==> config.mk <==
export PLATFORM = sky130hd
export DESIGN_NAME = cpu4_wbck
export DESIGN_NICKNAME = d
export VERILOG_FILES = /design/src/rtl/cpu4_wbck_pkg.sv /design/src/rtl/sirv_gnrl_dfflr.sv /design/src/rtl/cpu4_wbck.sv
export SDC_FILE = /design/constraint.sdc
export NUM_CORES = 1
export LEC_CHECK = 0
export BUFFER_PORTS_ARGS = -buffer_cell sky130_fd_sc_hd__buf_4
export CORE_UTILIZATION = 40
export DETAILED_ROUTE_END_ITERATION = 10
export PLACE_DENSITY = 0.74
export SYNTH_ARGS = -nofsm -noshare
export SYNTH_HDL_FRONTEND = slang
export SYNTH_SLANG_ARGS = --single-unit
==> constraint.sdc <==
create_clock -name clk -period 0.8 [get_ports clk]
set_input_delay 0 -clock clk [delete_from_list [all_inputs] [get_ports clk]]
set_output_delay 0 -clock clk [all_outputs]
set_load 0.02 [all_outputs]
==> src/rtl/cpu4_wbck_pkg.sv <==
// Shared widths and types for the cpu4 writeback stage.
package cpu4_wbck_pkg;

  localparam int XLEN      = 32;
  localparam int RFIDX_W   = 5;
  localparam int RFREG_NUM = 32;

  // Which source owns the write port in a given cycle.
  typedef enum logic {
    WB_SRC_ALU = 1'b0,
    WB_SRC_LSU = 1'b1
  } wb_src_e;

  // One register-file write as carried by the output register.
  typedef struct packed {
    logic               wen;
    logic [RFIDX_W-1:0] idx;
    logic [XLEN-1:0]    data;
  } wb_rec_t;

endpackage

==> src/rtl/sirv_gnrl_dfflr.sv <==
// General load-enabled flop with asynchronous active-low reset to zero.
module sirv_gnrl_dfflr #(
  parameter int DW = 32
) (
  input  logic          clk,
  input  logic          rst_n,
  input  logic          lden,
  input  logic [DW-1:0] dnxt,
  output logic [DW-1:0] qout
);

  // Capture dnxt on enabled edges; clear immediately on reset.
  // NOTE: sequential state is written with <= so every flop samples pre-edge values.
  always_ff @(posedge clk or negedge rst_n) begin
    if (!rst_n) begin
      qout <= '0;
    end else if (lden) begin
      qout <= dnxt;
    end
  end

endmodule

==> src/rtl/cpu4_wbck.sv <==
// cpu4 writeback stage: LSU-priority arbitration into a registered
// register-file write port, plus the outstanding-load scoreboard.
module cpu4_wbck
  import cpu4_wbck_pkg::*;
(
  input  logic                 clk,
  input  logic                 rst,
  input  logic                 alu_wb_valid,
  output logic                 alu_wb_ready,
  input  logic                 alu_wb_en,
  input  logic [RFIDX_W-1:0]   alu_wb_idx,
  input  logic [XLEN-1:0]      alu_wb_data,
  input  logic                 lsu_wb_valid,
  output logic                 lsu_wb_ready,
  input  logic                 lsu_wb_err,
  input  logic [RFIDX_W-1:0]   lsu_wb_idx,
  input  logic [XLEN-1:0]      lsu_wb_data,
  input  logic                 ld_iss_valid,
  input  logic [RFIDX_W-1:0]   ld_iss_idx,
  output logic [RFREG_NUM-1:0] pend_vec,
  output logic                 ld_idle,
  output logic                 ld_err,
  output logic                 rd_wen,
  output logic [RFIDX_W-1:0]   rd_idx,
  output logic [XLEN-1:0]      rd_data
);

  wb_src_e              src;
  logic                 lsu_fire;
  logic                 alu_fire;
  logic                 wr;
  logic [RFIDX_W-1:0]   sel_idx;
  logic [XLEN-1:0]      sel_data;
  wb_rec_t              rd_q;
  wb_rec_t              rd_nxt;
  logic [RFREG_NUM-1:0] pend_set;
  logic [RFREG_NUM-1:0] pend_clr;
  logic [RFREG_NUM-1:0] pend_nxt;
  logic                 ld_err_nxt;

  // The LSU cannot be stalled, so it always wins and the ALU waits.
  assign lsu_wb_ready = 1'b1;
  assign alu_wb_ready = ~lsu_wb_valid;
  assign lsu_fire     = lsu_wb_valid;
  assign alu_fire     = alu_wb_valid & alu_wb_ready;
  assign src          = lsu_wb_valid ? WB_SRC_LSU : WB_SRC_ALU;

  // Select the winner's destination/data and qualify the write (x0 is never written).
  // NOTE: every always_comb output gets a default first so no latch is inferred.
  always_comb begin
    sel_idx  = alu_wb_idx;
    sel_data = alu_wb_data;
    wr       = 1'b0;
    unique case (src)
      WB_SRC_LSU: begin
        sel_idx  = lsu_wb_idx;
        sel_data = lsu_wb_data;
        wr       = lsu_fire & ~lsu_wb_err;
      end
      WB_SRC_ALU: begin
        wr       = alu_fire & alu_wb_en;
      end
      default: ;
    endcase
    if (sel_idx == '0) wr = 1'b0;
  end

  // Write enable follows wr every cycle; index/data hold when nothing is written.
  assign rd_nxt = wr ? '{wen: 1'b1, idx: sel_idx, data: sel_data}
                     : '{wen: 1'b0, idx: rd_q.idx, data: rd_q.data};

  sirv_gnrl_dfflr #(.DW($bits(wb_rec_t))) u_rd_reg (
    .clk   (clk),
    .rst_n (rst),
    .lden  (1'b1),
    .dnxt  (rd_nxt),
    .qout  (rd_q)
  );

  assign rd_wen  = rd_q.wen;
  assign rd_idx  = rd_q.idx;
  assign rd_data = rd_q.data;

  // Per-register scoreboard bit: issue sets, return clears, set wins on a tie.
  for (genvar i = 0; i < RFREG_NUM; i++) begin : g_pend
    assign pend_set[i] = ld_iss_valid & (ld_iss_idx == RFIDX_W'(i)) & (i != 0);
    assign pend_clr[i] = lsu_fire & (lsu_wb_idx == RFIDX_W'(i));
    assign pend_nxt[i] = pend_set[i] | (pend_vec[i] & ~pend_clr[i]);
  end

  sirv_gnrl_dfflr #(.DW(RFREG_NUM)) u_pend_reg (
    .clk   (clk),
    .rst_n (rst),
    .lden  (ld_iss_valid | lsu_fire),
    .dnxt  (pend_nxt),
    .qout  (pend_vec)
  );

  assign ld_idle = (pend_vec == '0);

  // Faulted-load retirement pulse.
  assign ld_err_nxt = lsu_fire & lsu_wb_err;

  sirv_gnrl_dfflr #(.DW(1)) u_ld_err_reg (
    .clk   (clk),
    .rst_n (rst),
    .lden  (1'b1),
    .dnxt  (ld_err_nxt),
    .qout  (ld_err)
  );

  // Decode must not issue onto a pending register unless it retires this same cycle.
  a_issue_pending : assert property (@(posedge clk) disable iff (!rst)
    (ld_iss_valid && ld_iss_idx != '0) |->
      (!pend_vec[ld_iss_idx] || (lsu_fire && lsu_wb_idx == ld_iss_idx)));

  // A load return must match an outstanding load (x0 returns carry no scoreboard bit).
  a_return_unpending : assert property (@(posedge clk) disable iff (!rst)
    (lsu_fire && lsu_wb_idx != '0) |-> pend_vec[lsu_wb_idx]);

endmodule

[Word-level counts from Yosys, hierarchy flattened]
Index checks and enable logic that the tools add are counted.
Cells by class
  equal/unequal tests: 62
  mux-type cells: 6
  reduce and logical (&&, ||, !) cells: 3
  bitwise operators: 166
Operators by type and width (number)
  5-bit == test (second input constant): 32
  1-bit bitwise AND: 99
  5-bit by 4-bit == test with 1-bit output (second input constant): 16
  5-bit by 3-bit == test with 1-bit output (second input constant): 8
  38-bit 2-to-1 mux: 1
  1-bit inverter: 35
  32-bit logical NOT: 1
  32-bit 2-to-1 mux: 1
  1-bit bitwise OR: 32
  5-bit by 2-bit == test with 1-bit output (second input constant): 4
  5-bit by 1-bit == test with 1-bit output (second input constant): 2
  5-bit logical NOT: 2
  5-bit 2-to-1 mux: 1
  1-bit 2-to-1 mux: 2
  1-bit one-hot mux with 2 select lines: 1
Word-level totals
  word-level logic and storage cells: 241
  output and inout bits: 74
  register bits after elaboration: 71
  input bits: 86

[Longest topological paths before layout]
Gate-level depths: netlist (run 1).
  depth after elaboration: 6
  gate-level depth with buffers: 6
  depth with buffers taken out: 4

[Cells and area by module]
From an unflattened synthesis (run 1), not the netlist that was laid out.
Unflattened totals
  cell total of the unflattened synthesis: 359
  area, all modules: 4464.3 um^2
By module, submodules not included
  cpu4_wbck: instances 1, cells each 209, sequential area each 0.0 um^2, area each 1586.5 um^2
  sirv_gnrl_dfflr (u_rd_reg): instances 1, cells each 80, sequential area each 950.9 um^2, area each 1492.7 um^2
  sirv_gnrl_dfflr (u_pend_reg): instances 1, cells each 68, sequential area each 800.8 um^2, area each 1345.0 um^2
  sirv_gnrl_dfflr (u_ld_err_reg): instances 1, cells each 2, sequential area each 25.0 um^2, area each 40.0 um^2

[Least setup slack after synthesis (run 1)]
No wires, ideal clock.
  path type: input -> register
  start: input port lsu_wb_valid
  end: register u_rd_reg.qout[10]
  setup time: 125 ps
  cell stages on the path: 6
  arrival: 1760 ps
  slack: -1085 ps
  data required time: 675 ps
  path through: buf_2 > or4_1 > o31a_1 > o31ai_4 > buf_6 > mux2_2
Between the ends
  cells in the longest elaborated chain, start to end: 5
RTL lines
  start: declaration: line cpu4_wbck.sv:13  | input logic lsu_wb_valid,
  1-bit inverter: line cpu4_wbck.sv:43  | assign alu_wb_ready = ~lsu_wb_valid;
  1-bit bitwise AND: line cpu4_wbck.sv:45  | assign alu_fire = alu_wb_valid & alu_wb_ready;
  1-bit bitwise AND: line cpu4_wbck.sv:61  | wr = alu_fire & alu_wb_en;
  1-bit one-hot mux with 2 select lines: line cpu4_wbck.sv:54  | unique case (src)
  1-bit 2-to-1 mux: line cpu4_wbck.sv:65  | if (sel_idx == '0) wr = 1'b0;
  end signal: assignment: line sirv_gnrl_dfflr.sv:18  | qout <= dnxt;
  end: declaration: line sirv_gnrl_dfflr.sv:9  | output logic [DW-1:0] qout
Several ways; a longest one is shown, not always the timed one.
A chain may end at the register's enable or synchronous reset.

[Final worst setup path (run 1)]
  start: register u_pend_reg.qout[10]
  end: output port ld_idle
Between the ends
  cells in the longest elaborated chain, start to end: 1
RTL lines
  start: declaration: line sirv_gnrl_dfflr.sv:9
  start signal: assignment: line sirv_gnrl_dfflr.sv:18
  32-bit logical NOT: line cpu4_wbck.sv:99  | assign ld_idle = (pend_vec == '0);
  end: declaration: line cpu4_wbck.sv:21  | output logic ld_idle,
Every way passes these cells.

==> results of run 1 <==
flip-flops by register name (all words and copies together), names as in the netlist:
| register | flops |
|---|---|
| u_pend_reg.qout | 32 |
| u_rd_reg.qout | 38 |
| u_ld_err_reg.qout | 1 |
cell usage after synthesis, drive strengths merged:
master and n:
dfrtp 71, inv 2, a22o 3, nand3b 1
nor4 8, nand2b 4, and2 1, o31ai 1
mux2 71, buf 6, nor2 3, nand2 8
or4 1, conb 1, nand3 8, clkbuf 4
o21a 1, nand4 4, nor2b 6, o31a 1
or2 2, o21ai 65
layout by cell type (no fill, tap or decap), drive strengths merged:
cell type / synthesis / final
buf: 6 / 230
dfrtp: 71 / 71
mux2: 71 / 71
o21ai: 65 / 65
clkbuf: 4 / 14
nand3: 8 / 8
nor4: 8 / 8
nand2: 8 / 8
nor2b: 6 / 6
nand4: 4 / 4
nand2b: 4 / 4
a22o: 3 / 3
nor2: 3 / 3
dlygate4sd3: 0 / 2
inv: 2 / 2
or2: 2 / 2
and2: 1 / 1
or4: 1 / 1
o31a: 1 / 1
nand3b: 1 / 1
o31ai: 1 / 1
o21a: 1 / 1
conb: 1 / 1
clkinvlp: 0 / 1
clkinv: 0 / 1
bufinv: 0 / 1
worst max path at each step:
stage | cells after the start | startpoint | end | slack (ns)
2_1_floorplan | 6 | lsu_wb_idx[1] | u_rd_reg.qout[10]$_DFFE_PN0P_ | -0.93
3_3_place_gp | 6 | alu_wb_idx[0] | u_rd_reg.qout[4]$_DFFE_PN0P_ | -0.95
3_5_place_dp | 6 | alu_wb_idx[0] | u_rd_reg.qout[2]$_DFFE_PN0P_ | -0.99
4_1_cts | 4 | u_pend_reg.qout[29]$_DFFE_PN0P_ | ld_idle | -0.71
5_1_grt | 4 | u_pend_reg.qout[10]$_DFFE_PN0P_ | ld_idle | -0.85
6_report | 4 | u_pend_reg.qout[10]$_DFFE_PN0P_ | ld_idle | -0.79
metal layers:
| metal | track usage | share of wire |
|---|---|---|
| met4 | 0.0949 | 0.020 |
| met1 | 0.319 | 0.39 |
| met3 | 0.0468 | 0.051 |
| met2 | 0.449 | 0.54 |
| met5 | 0 | 0 |
cells by family after synthesis:
family,count (synthesis),share of synthesized area
mux,71,0.243
other cells,1,0.00114
compound gates,71,0.118
flops,71,0.539
buf+inv,12,0.0220
simple gates,46,0.0767
timing repair:
| action | 4_1_cts | 5_1_grt |
|---|---|---|
| pin swaps | 8 | 9 |
| resized for setup | 199 | 66 |
| setup buffers | 20 | 10 |
| gates cloned | 3 | 1 |
| hold endpoints to repair | 72 | 0 |
| setup endpoints to repair | 136 | 141 |
| hold buffers | 2 | 0 |
critical path, delay by kind of cell (launching register included):
family	cells	cell delay, ns
AND/OR/NAND/NOR	3	0.69
buffers and inverters	1	0.13
flip-flops	1	0.44
final cells by class:
class                           count  share of cell area
Tap cell                          102              0.0205
Timing Repair Buffer              233               0.373
Clock buffer                       13              0.0239
Inverter                            2             0.00121
Clock inverter                      3             0.00684
Sequential cell                    71               0.287
Multi-Input combinational cell    189               0.288
where the power goes:
part           internal [mW]  switching, mW  leakage [nW]  total (mW)
clock                   1.53           1.30        0.0936        2.83
combinational           3.61           2.59          1.96        6.20
sequential              4.33          0.691         0.846        5.02
total                   9.47           4.58          2.90        14.1
through the flow:
step / setup slack (ns) / power (mW)
floorplan: -0.925 / 6.81
global placement: -0.946 / 9.27
detailed placement: -0.989 / 9.38
CTS: -0.707 / 13.5
global route: -0.846 / 14.6
finish: -0.793 / 14.1
==> results.ini, run 1 <==
[status]
status = finished, violations left
violations = setup timing

[power]
p_per_area_mw_per_mm2 = 2260
cellLeakagePower_nw = 2.90
ir_drop_mv = 1.10

[critical_path]
reg2reg_slack_ns = -0.12
worstSetupPathType = flop to output port
timing.rr.start = u_pend_reg.qout[16]$_DFFE_PN0P_
rr_endpoint = u_pend_reg.qout[16]$_DFFE_PN0P_
crit_chain = nor4_4 -> nand4_1 -> nor2_4 -> buf_6
worst_ep_arrival_time_ns = 1.59
crit_fanout = 2
worstRegToRegCells = 4
end_kind = output port
required_ns = 0.80
slowest_stage = dfrtp_2
startpoint_type = flop
cpPeakStageDelay_ns = 0.44

[layout]
drive_above_1_share = 0.722
multi_input_area_sq_mm = 0.00179
fin_area_sq_mm = 0.00622
n_antenna_cell = 0
area_delta_synth_final_pct = 88.8
fillCellCount = 475
nets = 592
fin_util = 0.792
regArea_sq_mm = 0.00179
instances_no_fill = 613

[detailed_routing]
ant_nets = 0
drcViolationCount = 0
drt_pass1_iterations = 4
via_count = 3282
routed_wl_um = 11900
wl_per_cell_um = 19.4
first_iter_violations = 123
viasPerCell = 5.35

[clock_network]
numCtsBuffers = 9
insertion_delay_ns = 0.33
cts.root.buffer_cell = clkbuf_8
clk_path_buf_depth = 2
path_clk_slew_ns = 0.08
cts.sinks = 71
htreeDepth = 3
cts_tree = done

[yosys]
syn_area_per_cell_sq_um = 12.1
yosysWarnings = 0
synth_area_leaders = dfrtp_1 (54%), mux2_2 (24%), o21ai_0 (9.7%), nor4_1 (1.5%), nand3_1 (1.2%)
ys_ff_latch = 71
synth_nets = 358
syn-instance-count = 272
synth_area_sq_mm = 0.00329
synth_top_area_cell = dfrtp_1
yosys.cell_types.count = 28
synth_top_cell_area_share = 0.539
ys_seq_area_frac = 0.539

[min_path]
min_from = alu_wb_data[23]
hold_depth = 3
holdPathEnd = u_rd_reg.qout[23]$_DFFE_PN0P_
hold_class = input port to flop

[floorplanning]
die_x_um = 92.8
core_area_sq_mm = 0.00785
top_level_ports = 160
dieArea_sq_mm = 0.00860
rows = 32
chipHeight_um = 92.8
initial_utilization = 0.420

[sta]
hold-worst-slack_ns = 0.0235
maxSlewHeadroom = 0.563
finalCritPeriodShare = 1.99
tightest_slew_ns = 0.656
layout_setup_ws_ns = -0.793
fin_crit_ns = 1.59
hold_violations = 0
finClkSkew_ns = 0
final.setup.tns_ns = -34.27
fmax_mhz = 628
setup_violations = 131
slew_viol_final = 0
rsz0062_at_grt = true

[global_routing]
grt_overflow_total = 0
grt.total_usage = 0.258
first_global_vias = 3413
antenna_found_initial = 0
grt_max_degree = 72
grt_pass1_wl_um = 16900

[run]
cap_viol_max_count = 0

[placement]
dp_hpwl_um = 7670
io_buffers = 158
gp_congestion = 0.882
dp_cells = 574
dpl_cell_area_sq_mm = 0.00503

No activity file was read; power rests on OpenSTA's default activity.
==> run 2, diff against run 1 <==
- CORE_ASPECT_RATIO: default -> 2
- REMOVE_ABC_BUFFERS: default -> 1
==> run 2 against run 1 <==
The run still ends with setup timing left. Sequential power about the same. Design area up 0.28%. Sequential share of layout area down 0.20 points. Sequential cell count unchanged. Via count up 0.76%. First-iteration DRC count up 46%. Core utilization down 0.73 points.
==> results.ini, run 2 (same netlist as run 1, synthesis figures left out) <==
[status]
status = finished, violations left  ; unchanged
violations = setup timing  ; unchanged

[sta]
setup_violations = 122  ; was 131
maxSlewHeadroom = 0.593  ; was 0.563
tightest_slew_ns = 0.609  ; was 0.656 ns
finClkSkew_ns = 0  ; unchanged
hold-worst-slack_ns = 0.0239  ; was 0.0235 ns
fin_crit_ns = 1.62  ; was 1.59 ns
rsz0062_at_grt = true  ; unchanged
slew_viol_final = 0  ; unchanged
layout_setup_ws_ns = -0.818  ; was -0.793 ns
hold_violations = 0  ; unchanged
finalCritPeriodShare = 2.02  ; was 1.99
fmax_mhz = 618  ; was 628 MHz

[layout]
drive_above_1_share = 0.696  ; was 0.722
layout_common_cells = buf_6 (112), buf_4 (105), dfrtp_1 (70)  ; was buf_6 (121), buf_4 (102), dfrtp_1 (64)
n_antenna_cell = 0  ; unchanged
top_regs = u_rd_reg.qout (38), u_pend_reg.qout (32), u_ld_err_reg.qout (1)  ; unchanged
area_delta_synth_final_pct = 89.3  ; was 88.8%
top_register = u_rd_reg.qout  ; unchanged
largest_register_ffs = 38  ; unchanged
nets = 588  ; was 592
final_common_cell = buf_6  ; unchanged
fin_area_sq_mm = 0.00624  ; was 0.00622 sq mm

[clock_network]
htreeDepth = 3  ; unchanged
insertion_delay_ns = 0.34  ; was 0.33 ns
clk_path_buf_depth = 2  ; unchanged
cts_tree = done  ; unchanged
path_clk_slew_ns = 0.06  ; was 0.08 ns
numCtsBuffers = 9  ; unchanged
cts.sinks = 71  ; unchanged
cts.root.buffer_cell = clkbuf_16  ; was clkbuf_8

[critical_path]
critPathCapture = ld_idle  ; unchanged
startpoint_type = flop  ; unchanged
worstSetupPathDepth = 4  ; unchanged
worstPathBufferInverterCount = 1  ; unchanged
worstRegToRegCells = 4  ; unchanged
slowest_stage = dfrtp_1  ; was dfrtp_2
worstSetupPathType = flop to output port  ; unchanged
rr_endpoint = u_pend_reg.qout[14]$_DFFE_PN0P_  ; was u_pend_reg.qout[16]$_DFFE_PN0P_
crit_fanout = 2  ; unchanged
crit_chain = nor4_4 -> nand4_1 -> nor2_1 -> buf_4  ; was nor4_4 -> nand4_1 -> nor2_4 -> buf_6
cp_top_family = simple AND/OR/NAND/NOR gates  ; unchanged
required_ns = 0.80  ; about the same
cpPeakStageDelay_ns = 0.42  ; was 0.44 ns
critPathLaunch = u_pend_reg.qout[14]$_DFFE_PN0P_  ; was u_pend_reg.qout[10]$_DFFE_PN0P_
reg2reg_slack_ns = -0.15  ; was -0.12 ns
timing.rr.start = u_pend_reg.qout[14]$_DFFE_PN0P_  ; was u_pend_reg.qout[16]$_DFFE_PN0P_
end_kind = output port  ; unchanged
worst_ep_arrival_time_ns = 1.62  ; was 1.59 ns

[floorplanning]
top_level_ports = 160  ; unchanged
rows = 46  ; was 32
core_area_sq_mm = 0.00794  ; was 0.00785 sq mm
initial_utilization = 0.415  ; was 0.420
die_x_um = 66.2  ; was 92.8 um
chipHeight_um = 130  ; was 92.8 um
dieArea_sq_mm = 0.00862  ; was 0.00860 sq mm

[global_routing]
grt_pass1_wl_um = 18700  ; was 16900 um
grt_max_degree = 72  ; unchanged
first_global_vias = 3578  ; was 3413
grt.total_usage = 0.307  ; was 0.258
antenna_found_initial = 0  ; unchanged
grt_overflow_total = 0  ; unchanged

[detailed_routing]
routed_wl_um = 12700  ; was 11900 um
drcViolationCount = 0  ; unchanged
first_iter_violations = 180  ; was 123
wl_per_cell_um = 21.1  ; was 19.4 um
ant_nets = 0  ; unchanged
drt_pass1_iterations = 4  ; unchanged
via_count = 3307  ; was 3282
viasPerCell = 5.48  ; was 5.35

[power]
p_switching_mw = 4.87  ; was 4.58 mW
p_per_area_mw_per_mm2 = 2490  ; was 2260 mW/mm^2
p_int_mw = 10.6  ; was 9.47 mW
ir_drop_mv = 1.83  ; was 1.10 mV
cellLeakagePower_nw = 2.93  ; was 2.90 nW
clock_power_share = 0.276  ; was 0.201
switching_share = 0.314  ; was 0.326
p_comb_frac = 0.402  ; was 0.441
p_seq_frac = 0.322  ; was 0.357

[min_path]
hold_class = input port to flop  ; unchanged
hold_depth = 3  ; unchanged

[run]
cap_viol_max_count = 0  ; unchanged

[placement]
dpl_cell_area_sq_mm = 0.00494  ; was 0.00503 sq mm
dp_hpwl_um = 8080  ; was 7670 um
gp_congestion = 0.868  ; was 0.882
io_buffers = 158  ; unchanged

==> run 2: cell types whose count changed in the layout (fill, tap and decap cells not counted), sizes merged <==
cell      previous run  this run
clkbuf              14         9
buf                230       227
clkinv               1         3
bufinv               1         2
clkinvlp             1         2
==> run 2: power groups by stage <==
stage / sequential (mW) / combinational [mW] / clock, mW
finish: 5.00 / 6.24 / 4.29
floorplan: 5.69 / 0.936 / 0
global route: 5.05 / 6.54 / 4.48
CTS: 4.89 / 5.89 / 4.29
detailed placement: 4.78 / 4.53 / 0
global placement: 4.73 / 4.44 / 0
==> run 2: layer usage <==
metal  vias up  global-route usage  wire [um]
li1       1469                   -          -
met1      1614               0.282       3950
met2       179               0.582       7400
met3        45              0.0559        663
met4         0               0.207        734
met5         -                   0          0
==> run 2: how the worst min path moves through the flow <==
stage	from	end	slack (ns)
after global routing	alu_wb_data[31]	u_rd_reg.qout[31]$_DFFE_PN0P_	0.03
final	alu_wb_data[0]	u_rd_reg.qout[0]$_DFFE_PN0P_	0.02
after detailed placement	rst	u_pend_reg.qout[18]$_DFFE_PN0P_	0.04
after floorplan	rst	u_ld_err_reg.qout$_DFF_PN0_	-0.30
after CTS	alu_wb_data[0]	u_rd_reg.qout[0]$_DFFE_PN0P_	0.02
after global placement	rst	u_pend_reg.qout[19]$_DFFE_PN0P_	0.04
==> run 2: layout make-up <==
class	count	area (sq um)
clock buffer	9	225
timing repair buffer	229	2280
tap	96	120
inverter	2	7.51
fill	461	1710
clock inverter	7	97.6
sequential	71	1780
multi-input combinational	189	1730
==> run 2: tightest hold or removal path: stages <==
cell and delay, ns:
buf_4 0.07, mux2_2 0.12, mux2_4 0.13
==> run 2: stage by stage <==
step	setup WS, ns	setup TNS [ns]	cells	power [mW]	utilization
after global routing	-0.868	-38.87	603	16.1	0.785
after global placement	-1.03	-45.37	567	9.17	0.622
after detailed placement	-1.09	-48.18	567	9.31	0.622
after floorplan	-1.41	-50.98	262	6.62	-
final	-0.818	-36.80	603	15.5	0.785
after CTS	-0.822	-34.07	598	15.1	0.764
==> run 2: what timing repair did <==
action | in CTS | in global routing
cloned | 4 | 0
gates resized for setup | 195 | 73
hold buffers | 2 | 0
endpoints found under the setup margin | 137 | 140
setup buffers | 17 | 14
endpoints found under the hold margin | 72 | 0
pin swaps | 3 | 5
==> run 3, diff against run 2 <==
- CORE_MARGIN: default -> 8
- PLACE_DENSITY: 0.74 -> 0.67
- SYNTH_HIERARCHICAL: default -> 1
- clock period: 0.8 -> 1.6 ns (I/O delays scaled with it)
==> run 3 against run 2 <==
The flow now finishes without violations. Largest power group unchanged. Highest routed layer unchanged. First-iteration DRC count decreased by 37%. Design area decreased by 0.52%. Critical path type unchanged. Synthesized cell count increased by 32%. Cell count increased by 13%. Clock power decreased by 56%. Critical endpoint unchanged. Via count increased by 8.1%. Sequential share of layout area increased by 0.13 points. Sequential power decreased by 35%.
==> results.ini, run 3 <==
[detailed_routing]
drt_pass1_iterations = 4  ; unchanged
drcViolationCount = 0  ; unchanged
ant_nets = 0  ; unchanged
wl_per_cell_um = 19.9  ; was 21.1 um
viasPerCell = 5.23  ; was 5.48
first_iter_violations = 113  ; was 180
routed_wl_um = 13600  ; was 12700 um
via_count = 3574  ; was 3307

[sta]
fmax_mhz = 650
slew_viol_final = 0  ; unchanged
maxSlewHeadroom = 0.661  ; was 0.593
tightest_slew_ns = 0.509  ; was 0.609 ns
final.setup.tns_ns = 0  ; was -36.80 ns
fin_crit_ns = 1.54
hold_violations = 0  ; unchanged
layout_setup_ws_ns = 0.0624  ; was -0.818 ns
finalCritPeriodShare = 0.961
finClkSkew_ns = 0  ; unchanged
rsz0062_at_grt = true  ; unchanged
setup_violations = 0  ; was 122

[clock_network]
insertion_delay_ns = 0.32  ; was 0.34 ns
clk_path_buf_depth = 2  ; unchanged
cts.sinks = 71  ; unchanged
htreeDepth = 3  ; unchanged
numCtsBuffers = 9  ; unchanged
path_clk_slew_ns = 0.06  ; about the same
cts_tree = done  ; unchanged
cts.root.buffer_cell = clkbuf_16  ; unchanged

[power]
p_comb_frac = 0.463  ; was 0.402
clock_power_share = 0.198  ; was 0.276
p_per_area_mw_per_mm2 = 1540  ; was 2490 mW/mm^2
power.total_mw = 9.54  ; was 15.5 mW
cellLeakagePower_nw = 2.92  ; was 2.93 nW
p_int_mw = 6.03  ; was 10.6 mW
switching_share = 0.367  ; was 0.314
p_switching_mw = 3.51  ; was 4.87 mW
ir_drop_mv = 0.758  ; was 1.83 mV
p_seq_frac = 0.339  ; was 0.322

[layout]
area_delta_synth_final_pct = 39.0  ; was 89.3%
instances_no_fill = 683  ; was 603
drive_above_1_share = 0.634  ; was 0.696
n_antenna_cell = 0  ; unchanged
layout_common_cells = buf_4 (179), mux2_2 (85), dfrtp_1 (71)  ; was buf_6 (112), buf_4 (105), dfrtp_1 (70)
top_register = u_rd_reg/qout  ; was u_rd_reg.qout
largest_register_ffs = 38  ; unchanged
final_common_cell = buf_4  ; was buf_6
nets = 624  ; was 588
top_regs = u_rd_reg/qout (38), u_pend_reg/qout (32), u_ld_err_reg/qout (1)  ; was u_rd_reg.qout (38), u_pend_reg.qout (32), u_ld_err_reg.qout (1)

[yosys]
synth_edf_count = 0  ; unchanged
synthFlopType = dfrtp_1  ; unchanged
synth_top_area_cell = dfrtp_1  ; unchanged
ys_ff_latch = 71  ; unchanged
netlist_top_cells_count = mux2_2 (85), dfrtp_1 (71), o21ai_0 (64), mux2_4 (52)  ; was dfrtp_1 (71), mux2_2 (70), o21ai_0 (64)
synth_top_cell_area_share = 0.398  ; was 0.539
yosys.cell_types.count = 29  ; was 28
syn-instance-count = 359  ; was 272
ys_seq_area_frac = 0.398  ; was 0.539
synth_area_leaders = dfrtp_1 (40%), mux2_2 (21%), mux2_4 (17%), o21ai_0 (7.2%), buf_6 (2.0%)  ; was dfrtp_1 (54%), mux2_2 (24%), o21ai_0 (9.7%), nor4_1 (1.5%), nand3_1 (1.2%)
async_flop_share = 1.00  ; unchanged
syn_area_per_cell_sq_um = 12.4  ; was 12.1 sq um
yosysWarnings = 6  ; was 0
synthMostInstantiatedCell = mux2_2  ; was dfrtp_1
synth_area_sq_mm = 0.00446  ; was 0.00329 sq mm

[status]
status = finished clean  ; was finished, violations left

[floorplanning]
top_level_ports = 160  ; unchanged
die_x_um = 90.7  ; was 66.2 um
dieArea_sq_mm = 0.0150  ; was 0.00862 sq mm
rows = 54  ; was 46
chipHeight_um = 165  ; was 130 um
initial_utilization = 0.410  ; was 0.415
core_area_sq_mm = 0.0109  ; was 0.00794 sq mm

[critical_path]
end_kind = output port  ; unchanged
worstSetupPathType = flop to output port  ; unchanged
timing.rr.start = u_rd_reg/qout[35]$_DFFE_PN0P_  ; was u_pend_reg.qout[14]$_DFFE_PN0P_
rr_endpoint = u_rd_reg/qout[35]$_DFFE_PN0P_  ; was u_pend_reg.qout[14]$_DFFE_PN0P_
worstRegToRegCells = 2  ; was 4
crit_fanout = 4  ; was 2
startpoint_type = flop  ; unchanged
reg2reg_slack_ns = 0.52  ; was -0.15 ns
required_ns = 1.60  ; was 0.80 ns
crit_chain = nor4_2 -> buf_4 -> nand4_1 -> nor2_1 -> buf_4  ; was nor4_4 -> nand4_1 -> nor2_1 -> buf_4
critPathCapture = ld_idle  ; unchanged
critPathLaunch = u_pend_reg/qout[3]$_DFFE_PN0P_  ; was u_pend_reg.qout[14]$_DFFE_PN0P_
cpPeakStageDelay_ns = 0.41  ; was 0.42 ns
slowest_stage = dfrtp_1  ; unchanged
crit_top_cell = buf_4
worst_ep_arrival_time_ns = 1.54  ; was 1.62 ns

[placement]
gp_congestion = 0.920  ; was 0.868
pre_cts_ws_ns = -0.278  ; was -1.09 ns
dp_cells = 663  ; was 567
io_buffers = 158  ; unchanged
dp_hpwl_um = 10700  ; was 8080 um

[global_routing]
grt_overflow_total = 0  ; unchanged
first_global_vias = 3987  ; was 3578
grt_max_degree = 37  ; was 72
antenna_found_initial = 0  ; unchanged
grt_pass1_wl_um = 21300  ; was 18700 um
grt.total_usage = 0.180  ; was 0.307

[min_path]
hold_class = input port to flop  ; unchanged

[run]
cap_viol_max_count = 0  ; unchanged

[run 3: worst max-delay path: cells and delay by family, from the launching register on]
family,cells,cell delay (ns)
flops,1,0.41
simple gates,3,0.48
buf+inv,2,0.31
[run 3: worst min path at each step]
stage	start	depth (start not counted)	endpoint
2_1_floorplan	rst	0	u_ld_err_reg/qout$_DFFE_PN0P_
4_1_cts	lsu_wb_err	3	u_ld_err_reg/qout$_DFFE_PN0P_
5_1_grt	lsu_wb_err	3	u_ld_err_reg/qout$_DFFE_PN0P_
3_3_place_gp	rst	1	u_ld_err_reg/qout$_DFFE_PN0P_
6_report	lsu_wb_err	3	u_ld_err_reg/qout$_DFFE_PN0P_
3_5_place_dp	rst	1	u_ld_err_reg/qout$_DFFE_PN0P_
[run 3: final cells by class]
cell class | count | area [sq um]
fillers | 955 | 4670
clock inverters | 3 | 17.5
flip-flops and latches | 71 | 1780
well taps | 140 | 175
multi-input cells | 270 | 2550
repair buffers | 183 | 1410
clock buffers | 13 | 260
inverters | 3 | 11.3
[run 3: cell families (layout without fill, tap and decap cells)]
logic type	after synthesis	in the layout	synth area share
and+or+nand+nor	53	53	0.0687
buffers and inverters	21	202	0.0432
AOI/OAI and AO/OA	71	71	0.0874
other	1	4	0.000840
DFF	71	71	0.398
muxes	142	142	0.402
[run 3: timing repair]
action / CTS / global route
resized for setup: 3 / 3
setup buffers: 0 / 3
pin swaps: 0 / 4
hold endpoints to repair: 35 / 0
hold buffers: 1 / 0
setup endpoints to repair: 1 / 3
[run 3: routing by layer]
| layer | track usage | share of wire |
|---|---|---|
| met1 | 0.177 | 0.35 |
| met5 | 0 | 0 |
| met3 | 0.0521 | 0.061 |
| met2 | 0.338 | 0.57 |
| met4 | 0.0809 | 0.021 |
[run 3: metrics by stage]
| stage | area [sq um] | hold slack [ns] | utilization |
|---|---|---|---|
| 2_1_floorplan | 4290 | -0.296 | - |
| 3_3_place_gp | 5850 | -0.00439 | 0.538 |
| 3_5_place_dp | 5850 | 0.00247 | 0.538 |
| 4_1_cts | 6160 | 0.0307 | 0.566 |
| 5_1_grt | 6200 | 0.0520 | 0.570 |
| 6_report | 6200 | 0.0436 | 0.570 |
[run 3: power groups by stage]
stage | Combinational, mW | Sequential (mW) | Clock, mW
6_report | 4.41 | 3.24 | 1.89
5_1_grt | 4.72 | 3.36 | 2.00
4_1_cts | 4.38 | 3.21 | 1.93
3_5_place_dp | 4.35 | 3.20 | 0
3_3_place_gp | 4.28 | 3.17 | 0
2_1_floorplan | 1.68 | 3.87 | 0
